[config.mk]
export PLATFORM = sky130hd
export DESIGN_NAME = cache_lru
export DESIGN_NICKNAME = d
export VERILOG_FILES = /design/src/rtl/cache_lru_pkg.sv /design/src/rtl/cache_lru_set_ages.sv /design/src/rtl/cache_lru.sv
export SDC_FILE = /design/constraint.sdc
export NUM_CORES = 1
export LEC_CHECK = 0
export CORE_ASPECT_RATIO = 1.5
export CORE_MARGIN = 4
export CORE_UTILIZATION = 50
export DETAILED_ROUTE_END_ITERATION = 16
export DONT_BUFFER_PORTS = 1
export HOLD_SLACK_MARGIN = 0.05
export PLACE_DENSITY = 0.72
export SLEW_MARGIN = 20
export SYNTH_ARGS = -nofsm -noshare
export SYNTH_HDL_FRONTEND = slang
export SYNTH_SLANG_ARGS = --single-unit
[constraint.sdc]
create_clock -name clock -period 3.2 [get_ports clock]
set_clock_uncertainty 0.2 [all_clocks]
set_input_delay 0.16 -clock clock [delete_from_list [all_inputs] [get_ports clock]]
set_output_delay 0.16 -clock clock [all_outputs]
set_load 0.005 [all_outputs]
[src/rtl/cache_lru_pkg.sv]
// ---------------------------------------------------------------------------
// cache_lru_pkg
// Shared helpers for the true-LRU replacement tracker:
//   sel_width - width of a set index (at least one bit, even for one set)
//   init_age  - age a way takes at reset (way 0 oldest, last way youngest)
//   cfg_ok    - checks that the cache geometry parameters are consistent
// ---------------------------------------------------------------------------
package cache_lru_pkg;

  // Index width for n items; a single item still needs a one-bit index.
  function automatic int unsigned sel_width(input int unsigned n);
    return (n > 32'd1) ? $clog2(n) : 32'd1;
  endfunction

  // Reset ranking: way w gets age (ways-1-w), so way 0 is the first victim
  // and an empty set fills in ascending way order.
  function automatic int unsigned init_age(input int unsigned way,
                                           input int unsigned ways);
    return ways - 32'd1 - way;
  endfunction

  // Geometry sanity: at least one set, power-of-two associativity >= 2,
  // and the total way count matching sets * ways-per-set.
  function automatic bit cfg_ok(input int unsigned num_set,
                                input int unsigned num_ways,
                                input int unsigned ways_per_set);
    bit ok;
    ok = 1'b1;
    if (num_set < 32'd1) begin
      ok = 1'b0;
    end else begin
      ok = ok;
    end
    if ((ways_per_set < 32'd2) || ((ways_per_set & (ways_per_set - 32'd1)) != 32'd0)) begin
      ok = 1'b0;
    end else begin
      ok = ok;
    end
    if (num_ways != (num_set * ways_per_set)) begin
      ok = 1'b0;
    end else begin
      ok = ok;
    end
    return ok;
  endfunction

endpackage

[src/rtl/cache_lru_set_ages.sv]
// ---------------------------------------------------------------------------
// cache_lru_set_ages
// Age ranking for the ways of one cache set. Ages form a permutation of
// 0..WAYS-1 (0 = most recently used, WAYS-1 = least recently used).
// Ports:
//   clock      in   rising-edge clock
//   reset      in   asynchronous active-high reset to the initial ranking
//   update_en  in   promote update_way to MRU at this edge
//   update_way in   way being promoted
//   lru_way    out  way currently holding the oldest age (combinational)
// ---------------------------------------------------------------------------
module cache_lru_set_ages
  import cache_lru_pkg::*;
#(
  parameter int WAYS = 4,
  parameter int WW   = $clog2(WAYS)
) (
  input  logic          clock,
  input  logic          reset,
  input  logic          update_en,
  input  logic [WW-1:0] update_way,
  output logic [WW-1:0] lru_way
);

  logic [WAYS-1:0][WW-1:0] ages_r;
  logic [WAYS-1:0][WW-1:0] ages_next_s;
  logic [WW-1:0]           promote_age_s;
  logic                    lru_found_s;

  // Next-state ranking: everything younger than the promoted way ages by
  // one, the promoted way becomes age 0, older ways keep their age. When the
  // promoted way is already MRU no other way is younger, so nothing moves.
  always_comb begin
    promote_age_s = ages_r[update_way];
    ages_next_s   = ages_r;
    for (int w = 0; w < WAYS; w++) begin
      if (update_en) begin
        if (update_way == WW'(w)) begin
          ages_next_s[w] = {WW{1'b0}};
        end else if (ages_r[w] < promote_age_s) begin
          ages_next_s[w] = ages_r[w] + WW'(1);
        end else begin
          ages_next_s[w] = ages_r[w];
        end
      end else begin
        ages_next_s[w] = ages_r[w];
      end
    end
  end

  // Age registers; reset takes effect immediately and blocks any update.
  always_ff @(posedge clock or posedge reset) begin
    if (reset) begin
      for (int w = 0; w < WAYS; w++) begin
        ages_r[w] <= WW'(init_age(w, WAYS));
      end
    end else begin
      ages_r <= ages_next_s;
    end
  end

  // LRU encoder: first way holding the oldest age. The ranking is always a
  // permutation so exactly one way matches; lowest index wins defensively.
  always_comb begin
    lru_way     = {WW{1'b0}};
    lru_found_s = 1'b0;
    for (int w = 0; w < WAYS; w++) begin
      if (!lru_found_s && (ages_r[w] == WW'(WAYS - 1))) begin
        lru_way     = WW'(w);
        lru_found_s = 1'b1;
      end else begin
        lru_found_s = lru_found_s;
      end
    end
  end

endmodule

[src/rtl/cache_lru.sv]
// ---------------------------------------------------------------------------
// cache_lru
// Per-set true-LRU replacement tracker. Holds an age ranking for every way
// of every set, reports the LRU way of a queried set as eviction victim and
// promotes a way to MRU on every hit or fill reported by the cache.
// Ports:
//   clock       in   rising-edge clock
//   reset       in   asynchronous active-high; restores the reset ranking
//   victim_req  in   victim lookup request
//   victim_set  in   set being looked up
//   victim_way  out  LRU way of victim_set (combinational, 0 when idle)
//   update_req  in   promote one way to MRU at this edge
//   update_set  in   set to update
//   update_way  in   way to promote
// ---------------------------------------------------------------------------
module cache_lru
  import cache_lru_pkg::*;
#(
  parameter int NUM_SET      = 4,
  parameter int NUM_WAYS     = 16,
  parameter int WAYS_PER_SET = 4,
  parameter int SW           = sel_width(NUM_SET),
  parameter int WW           = $clog2(WAYS_PER_SET)
) (
  input  logic          clock,
  input  logic          reset,
  input  logic          victim_req,
  input  logic [SW-1:0] victim_set,
  output logic [WW-1:0] victim_way,
  input  logic          update_req,
  input  logic [SW-1:0] update_set,
  input  logic [WW-1:0] update_way
);

  logic [WW-1:0] lru_s [NUM_SET];
  logic          upd_en_s [NUM_SET];
  logic [WW-1:0] victim_sel_s;

  if (!cfg_ok(NUM_SET, NUM_WAYS, WAYS_PER_SET)) begin : g_bad_cfg
    $error("cache_lru: inconsistent NUM_SET/NUM_WAYS/WAYS_PER_SET");
  end

  // One ranking per set; update_set is decoded into per-set enables so only
  // the addressed set moves. Indices beyond NUM_SET-1 match no set.
  for (genvar s = 0; s < NUM_SET; s++) begin : g_set
    assign upd_en_s[s] = update_req && (update_set == SW'(s));

    cache_lru_set_ages #(
      .WAYS (WAYS_PER_SET),
      .WW   (WW)
    ) u_ages (
      .clock      (clock),
      .reset      (reset),
      .update_en  (upd_en_s[s]),
      .update_way (update_way),
      .lru_way    (lru_s[s])
    );
  end

  // Victim mux: pick the queried set's LRU way, forced to 0 when no lookup.
  always_comb begin
    victim_sel_s = {WW{1'b0}};
    for (int s = 0; s < NUM_SET; s++) begin
      if (victim_set == SW'(s)) begin
        victim_sel_s = lru_s[s];
      end else begin
        victim_sel_s = victim_sel_s;
      end
    end
    if (victim_req) begin
      victim_way = victim_sel_s;
    end else begin
      victim_way = {WW{1'b0}};
    end
  end

endmodule

# Word level (Yosys, flattened, before mapping)
# Index checks and enable logic that the tools add are counted.
# totals
reg_bits,32
output_inout_bits,2
# op_classes
addsub,16
n_lt_le_gt_ge,17
eq_ne,25
muxes,69
n_reduce_logical,63
# op_table
cell,count
$mux W2,49
$eq A2 B2 Y1 const B,22
$add A2 B1 Y2 const B,16
$lt A2 B2 Y1,16
$reduce_and A2 Y1,16
$reduce_bool A2 Y1,16
$bmux W2 S2,4
$logic_and A1 B1 Y1,16
$mux W1,16
$logic_not A1 Y1,12
$eq A2 B1 Y1 const B,3
$logic_not A2 Y1,3
$lt A2 B3 Y1 const B,1

# Depth between registers and ports, before layout
# Gate-level depths: netlist (run 1).
# logic_depth
depth_word,16
mapped_depth,9
mapped_depth_nobuf,6

# Hierarchy
# A second synthesis (run 1) with hierarchy kept.
# unflattened
cells_unflattened,373
area_unflattened_um2,3243.1
# by_module_without_submodules
mod,n_inst,cells_per_inst,area_each_um2,seq_area_each_um2
cache_lru_set_ages,4,91,787.0,205.2
cache_lru,1,9,95.1,0.0

# Worst setup path after synthesis (run 1)
# Ideal clock, no wire load.
# synth_timing
path_kind,input-to-reg
startpoint,input update_way[0]
endpoint,register g_set[2].u_ages.ages_r[7] (netlist name)
setup_ns,0.069
arrival_time_ns,2.164
required_time_ns,2.931
path_slack_ns,0.767
stages,9
cell_sequence,buf_6 buf_4 buf_2 mux4_2 inv_1 ha_1 o311a_1 or4_1 nand3_1
# synth_between
elab_chain_cells,5
# synth_lines
item,line_no,source
"start, declared",cache_lru.sv:32,input logic [WW-1:0] update_way
$bmux W2 S2,cache_lru_set_ages.sv:34,promote_age_s = ages_r[update_way];
$mux W2 (not written as such),cache_lru_set_ages.sv:34,
$lt A2 B2 Y1,cache_lru_set_ages.sv:40,end else if (ages_r[w] < promote_age_s) begin
$reduce_bool A2 Y1 (no source line),--,
$reduce_and A2 Y1 (no source line),--,
"end signal, assigned by index",cache_lru_set_ages.sv:55,"ages_r[w] <= WW'(init_age(w, WAYS));"
"end signal, assigned",cache_lru_set_ages.sv:58,ages_r <= ages_next_s;
"end, declared",cache_lru_set_ages.sv:25,logic [WAYS-1:0][WW-1:0] ages_r;
# Parallel ways exist; a longest one is shown, timed or not. The select of a mux whose other input is x is not followed.
# A chain may end at the register's enable or synchronous reset.

# Worst setup path in the final report (run 1)
# layout_timing
startpoint,register g_set[1].u_ages.ages_r[7] (netlist name)
endpoint,register g_set[1].u_ages.ages_r[7] (netlist name)
# layout_between
elab_chain_cells,5
# layout_lines
item,line_no
"start, declared",cache_lru_set_ages.sv:25
"start signal, assigned by index",cache_lru_set_ages.sv:55
"start signal, assigned",cache_lru_set_ages.sv:58
$bmux W2 S2,cache_lru_set_ages.sv:34
$mux W2 (not written as such),cache_lru_set_ages.sv:34
$lt A2 B2 Y1,cache_lru_set_ages.sv:40
$reduce_bool A2 Y1 (no source line),--
$reduce_and A2 Y1 (no source line),--
# Parallel ways exist; a longest one is shown, timed or not. The select of a mux whose other input is x is not followed.

==> results of run 1 <==
## through the flow
stage / cells / util [%]
finish: 385 / 54.0
global route: 385 / 54.0
CTS: 385 / 54.0
detailed placement: 373 / 51.8
global placement: 373 / 51.8
floorplan: 316 / -
## cell families (layout without fill, tap and decap cells)
kind of cell,count (synthesis),in the layout,share of synthesized area (%)
buffers and inverters,34,31,5.12
DFF,32,32,27.5
AOI/OAI and AO/OA,105,105,25.8
and+or+nand+nor,97,97,21.0
adders and majority gates,32,32,13.4
muxes,16,16,7.21
## timing repair
action	CTS	global route
hold buffers	4	0
resized for setup	0	0
endpoints found under the hold margin	44	0
setup buffers	0	0
## final cells by class
type	count	share of cell area, %
Multi-Input combinational cell	250	64.3
Timing Repair Buffer	5	1.52
Tap cell	72	2.88
Inverter	18	2.16
Sequential cell	32	26.3
Clock buffer	8	2.88
## layout by cell type (no fill, tap or decap), types with 5 or more instances in the layout
cell / count
nor2_1: 19
nand2b_1: 14
a21oi_1: 26
o21ai_0: 6
a211oi_1: 16
o311ai_0: 13
nand2_1: 13
dfrtp_1: 16
a22oi_1: 8
o22a_1: 16
clkbuf_8: 6
nand3_1: 6
inv_1: 18
o211ai_1: 5
dfstp_2: 16
mux2i_1: 8
nor4b_1: 13
o311a_1: 6
ha_1: 32
## worst max-delay path, delay by kind of cell (launching register included)
kind                     cells  cell delay, ns
AO/OA/AOI/OAI                1            0.13
adder cells (fa/ha/maj)      1            0.28
buffers and inverters        1            0.15
flip-flops                   1            0.43
multiplexers                 1            0.47
AND/OR/NAND/NOR              2            0.57
## final timing paths
path | endpoint | slack, ns | depth (start not counted)
worst min register to register | g_set[2].u_ages.ages_r[0] | 0.36 | 1
worst max register to register | g_set[1].u_ages.ages_r[7] | 0.91 | 6
worst max-delay path | g_set[1].u_ages.ages_r[7] | 0.91 | 6
worst min-delay path | g_set[0].u_ages.ages_r[5] | 0.05 | 2
max in group asynchronous | g_set[2].u_ages.ages_r[3] | 2.23 | 3
min in group asynchronous | g_set[3].u_ages.ages_r[5] | 0.22 | 3
## power groups by stage
| stage | clock network, W | registers, W | logic (W) |
|---|---|---|---|
| 5_1_grt | 0.000366 | 0.000405 | 0.0000635 |
| 4_1_cts | 0.000347 | 0.000405 | 0.0000577 |
| 3_3_place_gp | 0 | 0.000412 | 0.0000509 |
| 3_5_place_dp | 0 | 0.000412 | 0.0000514 |
| 6_report | 0.000343 | 0.000405 | 0.0000576 |
| 2_1_floorplan | 0 | 0.000412 | 0.0000531 |
## routing by layer
metal | up-vias | GRT usage (%)
met5 | - | 0
met4 | 0 | 9.55
met3 | 17 | 3.51
met2 | 60 | 38.7
met1 | 1268 | 25.4
li1 | 1249 | -
==> flow_metrics.env, run 1 <==
export IMPL_startpoint="g_set[1].u_ages.ages_r[7]"
export IMPL_clock_tree_root_cell="clkbuf_8"
export IMPL_comb_power_share_pct=7.1
export IMPL_worstPathRequired_ns=3.22
export IMPL_drv_slew=0
export IMPL_synth_seq_cells=32
export IMPL_portBuffers=0
export IMPL_reg_top3="g_set.u_ages.ages_r x32"
export IMPL_viasPerCell=6.74
export IMPL_largest_reg_flops=32
export IMPL_fin_nets=354
export IMPL_cap_violations=0
export IMPL_hold_path_class="in2reg"
export IMPL_overflow=0
export IMPL_p_int_w=0.000599
export IMPL_relSlewSlack_pct=43.6
export IMPL_ys_seq_area_share_pct=27.5
export IMPL_initial_utilization_pct=51.6
export IMPL_worst_path_max_delay_cell="mux4_2"
export IMPL_grt_pass1_vias=2591
export IMPL_yosys_top_cells_count="32 x ha_1, 26 x a21oi_1, 19 x nor2_1"
export IMPL_p_sw_share_pct=25.8
export IMPL_worst_ep_arrival_time_ns=2.31
export IMPL_syn_inst=316
export IMPL_path_cells="mux4_2, inv_1, ha_1, o311a_1, or4_1, nand3_1"
export IMPL_rows=34
export IMPL_fin_ws_ns=0.915
export IMPL_gp_congestion=0.851
export IMPL_clock_sinks=32
export IMPL_crit_path_start_kind="register"
export IMPL_routed_top_layer="met4"
export IMPL_yosys_area_top_type="dfstp_2"
export IMPL_drc=0
export IMPL_finalCritPeriodShare_pct=71.4
export IMPL_p_leak_nw=1.23
export IMPL_core_um2=5790
export IMPL_ff_latch_area_um2=821
export IMPL_total_power_w=0.000806
export IMPL_top_register="g_set.u_ages.ages_r"
export IMPL_antennaDiodeCount=0
export IMPL_p_clk_share_pct=42.6
export IMPL_worstSetupEndpointType="register"
export IMPL_power_density_nw_per_um2=258
export IMPL_slowest_delay_ns=0.47
export IMPL_fin_tns_setup_ns=0
export IMPL_clk_pin_slew_worst_paths_ns=0.08
export IMPL_fin_area_um2=3130
export IMPL_irDropWorstVdd_uv=149
export IMPL_multiInputGateArea_um2=2010
export IMPL_nFillCells=543
export IMPL_io_pins=12
export IMPL_final_antenna_net_count=0
export IMPL_grt_max_degree=36
export IMPL_antenna_found_initial=0
export IMPL_area_delta_synth_final_pct=4.78
export IMPL_synthTopCellsByArea="dfstp_2 14%, dfrtp_1 13%, ha_1 13%"
export IMPL_hold_violations=0
export IMPL_cp_max_fo=5
export IMPL_die_x_um=71.1
export IMPL_cts_tree="built"
export IMPL_fin_crit_ns=2.29
export IMPL_wl_met3_um=327
export IMPL_cts_buffer_depth=2
export IMPL_worstSetupPathType="reg2reg"
export IMPL_drive_gt1_share_pct=11.8
export IMPL_async_flop_share_pct=100
export IMPL_yosysMostFrequentCell="ha_1"
export IMPL_max_slew_worst_pin_slew_ns=0.845
export IMPL_die_h_um=103
export IMPL_dpl_cell_area_um2=3000
export IMPL_hold_slack_ns=0.0537
export IMPL_synth_cell_types=40
export IMPL_grt_pass1_wl_um=12500
export IMPL_dpl_hpwl_um=5140
export IMPL_avgSynthCellArea_um2=9.44
export IMPL_status="finished, final reports clean"
export IMPL_cts_made_buffers=5
export IMPL_drt_met1_wl_um=3260
export IMPL_synth_edff_count=0
export IMPL_rsz0062_at_grt="false"
export IMPL_grt_util_all_layers_pct=21.6
export IMPL_via_count=2594
export IMPL_dp_slack_ns=0.941
export IMPL_drt_iter0_drc=166
export IMPL_netlist_area_um2=2980
export IMPL_met2WireLength_um=3750
export IMPL_syn_num_nets=358
export IMPL_synthFlopType="dfstp_2"
export IMPL_r2r_start="g_set[1].u_ages.ages_r[7]"
export IMPL_switchingPower_w=0.000208
export IMPL_min_delay_start="update_way[1]"
export IMPL_clkLatencyLatePin_ns=0.29
export IMPL_routed_wl_um=7580
export IMPL_synth_top_area_share_pct=14.1
export IMPL_drt_wirelength_per_cell_um=19.7
export IMPL_fmax_mhz=438
export IMPL_pwr_share_seq_pct=50.3
export IMPL_cts_max_level=2
export IMPL_finalSetupViolCount=0
export IMPL_dr_pass1_iters=4
export IMPL_yosysWarnings=0
export IMPL_die_area_um2=7290
Power figures use the tool's default switching activity.
==> run 2, diff against run 1 <==
--- a/config.mk
+++ b/config.mk
@@ -11,7 +11,7 @@
 export DETAILED_ROUTE_END_ITERATION = 16
 export DONT_BUFFER_PORTS = 1
 export HOLD_SLACK_MARGIN = 0.05
-export PLACE_DENSITY = 0.72
+export PLACE_DENSITY = 0.75
 export SLEW_MARGIN = 20
 export SYNTH_ARGS = -nofsm -noshare
 export SYNTH_HDL_FRONTEND = slang
==> constraint.sdc (replaced) <==
create_clock -name clock -period 2 [get_ports clock]
set_clock_uncertainty 0.2 [all_clocks]
set_input_delay 0.1 -clock clock [delete_from_list [all_inputs] [get_ports clock]]
set_output_delay 0.1 -clock clock [all_outputs]
set_load 0.005 [all_outputs]
==> flow_metrics.env, run 2 (synthesis gave the netlist of run 1 again) <==
export IMPL_status="finished with violations"
export IMPL_violations="negative setup slack"
export IMPL_die_area_um2=7290
export IMPL_p_int_w=0.00100
export IMPL_worstSetupEndpointType="register"
export IMPL_routed_wl_um=8750
export IMPL_grt_util_all_layers_pct=23.6
export IMPL_drt_wirelength_per_cell_um=20.6
export IMPL_cts_max_level=2
export IMPL_io_pins=12
export IMPL_drv_slew=0
export IMPL_dpl_hpwl_um=5400
export IMPL_die_x_um=71.1
export IMPL_dr_pass1_iters=4
export IMPL_final_cell_mix="31 x buf_4, 22 x a21oi_1, 19 x ha_1"
export IMPL_portBuffers=0
export IMPL_drive_gt1_share_pct=32.9
export IMPL_fin_nets=394
export IMPL_top_register="g_set.u_ages.ages_r"
export IMPL_initial_utilization_pct=51.6
export IMPL_grt_pass1_wl_um=13500
export IMPL_clkLatencyLatePin_ns=0.30
export IMPL_worst_ep_arrival_time_ns=2.14
export IMPL_final_cells=425
export IMPL_clk_pin_slew_worst_paths_ns=0.07
export IMPL_drc=0
export IMPL_fin_tns_setup_ns=-0.593
export IMPL_cp_max_fo=4
export IMPL_cap_violations=0
export IMPL_grt_max_degree=33
export IMPL_fmax_mhz=475
export IMPL_via_count=2838
export IMPL_drt_iter0_drc=184
export IMPL_largest_reg_flops=32
export IMPL_mostFrequentLayoutCell="buf_4"
export IMPL_fin_crit_ns=2.10
export IMPL_relSlewSlack_pct=45.6
export IMPL_switchingPower_w=0.000357
export IMPL_reg_top3="g_set.u_ages.ages_r x32"
export IMPL_finalCritPeriodShare_pct=105
export IMPL_wl_met3_um=409
export IMPL_core_um2=5790
export IMPL_routed_top_layer="met4"
export IMPL_rows=34
export IMPL_p_leak_nw=1.51
export IMPL_cts_made_buffers=5
export IMPL_p_sw_share_pct=26.2
export IMPL_antennaDiodeCount=0
export IMPL_power_density_nw_per_um2=358
export IMPL_hold_path_class="in2reg"
export IMPL_area_delta_synth_final_pct=27.4
export IMPL_total_power_w=0.00136
export IMPL_hold_violations=0
export IMPL_worstSetupPathType="reg2reg"
export IMPL_rsz0062_at_grt="true"
export IMPL_max_slew_worst_pin_slew_ns=0.816
export IMPL_worstPathRequired_ns=2.04
export IMPL_fin_ws_ns=-0.104
export IMPL_cts_buffer_depth=2
export IMPL_clock_tree_root_cell="clkbuf_8"
export IMPL_finalSetupViolCount=15
export IMPL_hold_slack_ns=0.0337
export IMPL_comb_power_share_pct=8.7
export IMPL_met2WireLength_um=4620
export IMPL_ff_latch_area_um2=821
export IMPL_drt_met1_wl_um=3550
export IMPL_die_h_um=103
export IMPL_viasPerCell=6.68
export IMPL_crit_path_start_kind="register"
export IMPL_dp_cells=401
export IMPL_multiInputGateArea_um2=2320
export IMPL_dp_slack_ns=-0.0538
export IMPL_overflow=0
export IMPL_final_antenna_net_count=0
export IMPL_nFillCells=462
export IMPL_pwr_share_seq_pct=47.6
export IMPL_grt_pass1_vias=2855
export IMPL_cts_tree="built"
export IMPL_clock_sinks=32
export IMPL_antenna_found_initial=0
export IMPL_irDropWorstVdd_uv=276
export IMPL_gp_congestion=0.871
export IMPL_p_clk_share_pct=43.7
## run 2: changes by cell type in the layout (fill, tap and decap cells not counted), moves of 6 or more
cell and delta:
nor2_1 -6, ha_1 -13, buf_4 +30, o311ai_0 -12, ha_4 +11, o311ai_1 +9
## run 2: power by group through the flow
stage | logic, W | clock network, W | registers (W)
6_report | 0.000118 | 0.000595 | 0.000648
4_1_cts | 0.000111 | 0.000600 | 0.000648
3_5_place_dp | 0.0000888 | 0 | 0.000660
5_1_grt | 0.000127 | 0.000631 | 0.000648
2_1_floorplan | 0.0000905 | 0 | 0.000660
3_3_place_gp | 0.0000874 | 0 | 0.000660
## run 2: routing by layer
layer	vias up	track usage [%]
met5	-	0
met4	0	10.4
met3	13	3.02
met2	69	42.6
met1	1424	27.9
li1	1332	-
## run 2: repair_timing
item / CTS / global route
pin swaps: 3 / 16
gates resized for setup: 11 / 51
setup endpoints to repair: 14 / 26
hold buffers: 10 / 0
setup buffers: 1 / 5
hold endpoints to repair: 53 / 0
## run 2: through the flow
step,area [µm²],utilization (%)
after detailed placement,3260,56.3
after global routing,3800,65.7
after floorplan,3060,-
final,3800,65.7
after global placement,3260,56.3
after CTS,3510,60.6
## run 2: final cells by class
cell class                      instances  share of cell area (%)
Tap cell                               72                    2.37
Inverter                               18                    2.11
Sequential cell                        32                    21.6
Timing Repair Buffer                   45                    10.2
Clock buffer                            8                    2.63
Multi-Input combinational cell        250                    61.1
## run 2: path summary, 6_finish.rpt
path                                      startpoint                   endpoint  slack, ns  depth (start not counted)
setup / recovery           g_set[0].u_ages.ages_r[7]  g_set[0].u_ages.ages_r[7]      -0.10                          6
min in group asynchronous                      reset  g_set[3].u_ages.ages_r[6]       0.14                          3
max in group asynchronous                      reset  g_set[2].u_ages.ages_r[1]       1.12                          3
hold / removal                         update_way[1]  g_set[0].u_ages.ages_r[1]       0.03                          4
hold reg to reg            g_set[2].u_ages.ages_r[4]  g_set[2].u_ages.ages_r[4]       0.35                          1
setup reg to reg           g_set[0].u_ages.ages_r[7]  g_set[0].u_ages.ages_r[7]      -0.10                          6
## run 2: worst max-delay path, stage by stage (launching register included)
cell	delay [ns]
dfrtp_1	0.40
mux4_2	0.53
inv_4	0.12
ha_4	0.21
o311a_1	0.11
or4_1	0.39
nand3_1	0.08
==> run 3, diff against run 2 <==
--- a/config.mk
+++ b/config.mk
@@ -11,7 +11,7 @@
 export DETAILED_ROUTE_END_ITERATION = 16
 export DONT_BUFFER_PORTS = 1
 export HOLD_SLACK_MARGIN = 0.05
-export PLACE_DENSITY = 0.75
+export PLACE_DENSITY = 0.73
 export SLEW_MARGIN = 20
 export SYNTH_ARGS = -nofsm -noshare
 export SYNTH_HDL_FRONTEND = slang
==> constraint.sdc (replaced) <==
create_clock -name clock -period 1.7 [get_ports clock]
set_clock_uncertainty 0.2 [all_clocks]
set_input_delay 0.085 -clock clock [delete_from_list [all_inputs] [get_ports clock]]
set_output_delay 0.085 -clock clock [all_outputs]
set_load 0.005 [all_outputs]
==> flow_metrics.env, run 3 (synthesis gave the netlist of run 1 again) <==
export IMPL_via_count=3290
export IMPL_violations="negative setup slack"
export IMPL_r2r_end="g_set[0].u_ages.ages_r[7]"
export IMPL_worstSetupEndpointType="register"
export IMPL_top_register="g_set.u_ages.ages_r"
export IMPL_irDropWorstVdd_uv=433
export IMPL_clock_tree_root_cell="clkbuf_8"
export IMPL_drv_slew=0
export IMPL_viasPerCell=7.12
export IMPL_drt_wirelength_per_cell_um=25.7
export IMPL_grt_max_degree=41
export IMPL_max_slew_worst_pin_slew_ns=0.951
export IMPL_worst_path_max_delay_cell="mux4_2"
export IMPL_dpl_hpwl_um=5880
export IMPL_overflow=0
export IMPL_worstPathRequired_ns=1.73
export IMPL_drive_gt1_share_pct=55.6
export IMPL_largest_reg_flops=32
export IMPL_worst_ep_arrival_time_ns=2.22
export IMPL_clk_pin_slew_worst_paths_ns=0.08
export IMPL_drt_iter0_drc=393
export IMPL_core_um2=5790
export IMPL_gp_congestion=0.901
export IMPL_nFillCells=294
export IMPL_antennaDiodeCount=0
export IMPL_dp_cells=431
export IMPL_cp_num_buf_inv=1
export IMPL_min_delay_start="update_way[1]"
export IMPL_die_area_um2=7290
export IMPL_crit_path_start_kind="register"
export IMPL_antenna_found_initial=0
export IMPL_die_h_um=103
export IMPL_final_cell_mix="51 x buf_4, 28 x ha_4, 23 x buf_6"
export IMPL_reg_top3="g_set.u_ages.ages_r x32"
export IMPL_fin_ws_ns=-0.487
export IMPL_mostFrequentLayoutCell="buf_4"
export IMPL_rows=34
export IMPL_io_pins=12
export IMPL_regToRegSetupSlack_ns=-0.49
export IMPL_slowest_delay_ns=0.52
export IMPL_comb_power_share_pct=10.5
export IMPL_portBuffers=0
export IMPL_hold_violations=0
export IMPL_drc=0
export IMPL_fin_nets=431
export IMPL_status="finished with violations"
export IMPL_min_to="g_set[2].u_ages.ages_r[3]"
export IMPL_cts_buffer_depth=2
export IMPL_grt_util_all_layers_pct=27.2
export IMPL_holdPathStages=4
export IMPL_fin_crit_ns=2.19
export IMPL_final_antenna_net_count=0
export IMPL_final_cells=462
export IMPL_pwr_share_seq_pct=48.1
export IMPL_relSlewSlack_pct=36.4
export IMPL_p_int_w=0.00115
export IMPL_fin_area_um2=4680
export IMPL_path_delay_family="simple AND/OR/NAND/NOR gates"
export IMPL_cp_max_fo=4
export IMPL_cap_violations=0
export IMPL_clkLatencyLatePin_ns=0.30
export IMPL_finalSetupViolCount=34
export IMPL_hold_path_class="in2reg"
export IMPL_total_power_w=0.00159
export IMPL_worstSetupPathType="reg2reg"
export IMPL_finalCritPeriodShare_pct=129
export IMPL_cts_tree="built"
export IMPL_cts_made_buffers=5
export IMPL_rsz0062_at_grt="true"
export IMPL_cts_max_level=2
export IMPL_startpoint="g_set[0].u_ages.ages_r[7]"
export IMPL_rr_worst_depth=6
export IMPL_grt_pass1_vias=3182
export IMPL_area_delta_synth_final_pct=56.9
export IMPL_power_density_nw_per_um2=339
export IMPL_initial_utilization_pct=51.6
export IMPL_path_cells="mux4_2, inv_4, ha_4, o311a_1, or4_1, nand3_1"
export IMPL_dpl_cell_area_um2=3480
export IMPL_die_x_um=71.1
export IMPL_p_clk_share_pct=41.4
export IMPL_r2r_start="g_set[0].u_ages.ages_r[7]"
export IMPL_clock_sinks=32
export IMPL_switchingPower_w=0.000435
export IMPL_routed_wl_um=11900
export IMPL_p_leak_nw=1.72
export IMPL_p_sw_share_pct=27.4
export IMPL_fmax_mhz=457
export IMPL_dr_pass1_iters=5
export IMPL_grt_pass1_wl_um=15800
[run 3: cell count changes in the layout (fill, tap and decap cells not counted), sizes merged]
| cell | change |
|---|---|
| buf | +39 |
| dlymetal6s4s | -1 |
| clkinv | -1 |
| dlygate4sd3 | -1 |
| inv | +1 |
[run 3: worst reg2reg max path, cell delays in order, from the launching register on]
cell and delay, ns:
dfrtp_1 0.40, mux4_2 0.52, inv_4 0.12, ha_4 0.22
o311a_1 0.13, or4_1 0.42, nand3_1 0.11
[run 3: layer usage]
metal	vias up	global-route usage [%]	share of wire, %
met1	1602	31.4	36
met3	57	3.61	8.1
li1	1418	-	-
met2	213	48.2	51
met5	-	0	0
met4	0	15.5	4.7
[run 3: final cells by class]
type | instances | area, µm² | area share [%]
multi-input combinational | 250 | 2880 | 61.5
sequential | 32 | 823 | 17.6
timing repair buffer | 82 | 722 | 15.4
clock buffer | 8 | 90.1 | 1.93
tap | 72 | 90.1 | 1.93
inverter | 18 | 77.6 | 1.66
[run 3: power groups by stage]
stage	clock, W	combinational [W]	sequential [W]
3_5_place_dp	0	0.000116	0.000776
6_report	0.000657	0.000167	0.000763
3_3_place_gp	0	0.000114	0.000776
4_1_cts	0.000639	0.000137	0.000763
5_1_grt	0.000672	0.000174	0.000763
2_1_floorplan	0	0.000107	0.000776
[run 3: worst max-delay path by stage]
stage / end / slack [ns] / cells after the start
CTS: g_set[3].u_ages.ages_r[7] / -0.38 / 6
global placement: g_set[0].u_ages.ages_r[7] / -0.33 / 6
detailed placement: g_set[3].u_ages.ages_r[7] / -0.38 / 6
finish: g_set[0].u_ages.ages_r[7] / -0.49 / 6
floorplan: g_set[1].u_ages.ages_r[7] / -0.37 / 9
global route: g_set[0].u_ages.ages_r[7] / -0.51 / 6
[run 3: stage by stage]
stage          utilization [%]  hold WS, ns  TNS (ns)  setup slack [ns]
2_1_floorplan                -      -0.0107     -7.87            -0.374
5_1_grt                   80.9       0.0691    -12.23            -0.513
4_1_cts                   73.1      -0.0979     -8.52            -0.381
3_3_place_gp              60.2      -0.0918     -7.52            -0.328
3_5_place_dp              60.2      -0.0904     -8.62            -0.378
6_report                  80.9       0.0341    -10.77            -0.487
[run 3: timing repair]
action,in CTS,in global routing
hold endpoints to repair,49,11
pin swaps,36,41
buffers inserted,9,12
endpoints found under the setup margin,34,34
hold buffers,6,2
gates resized for setup,86,78
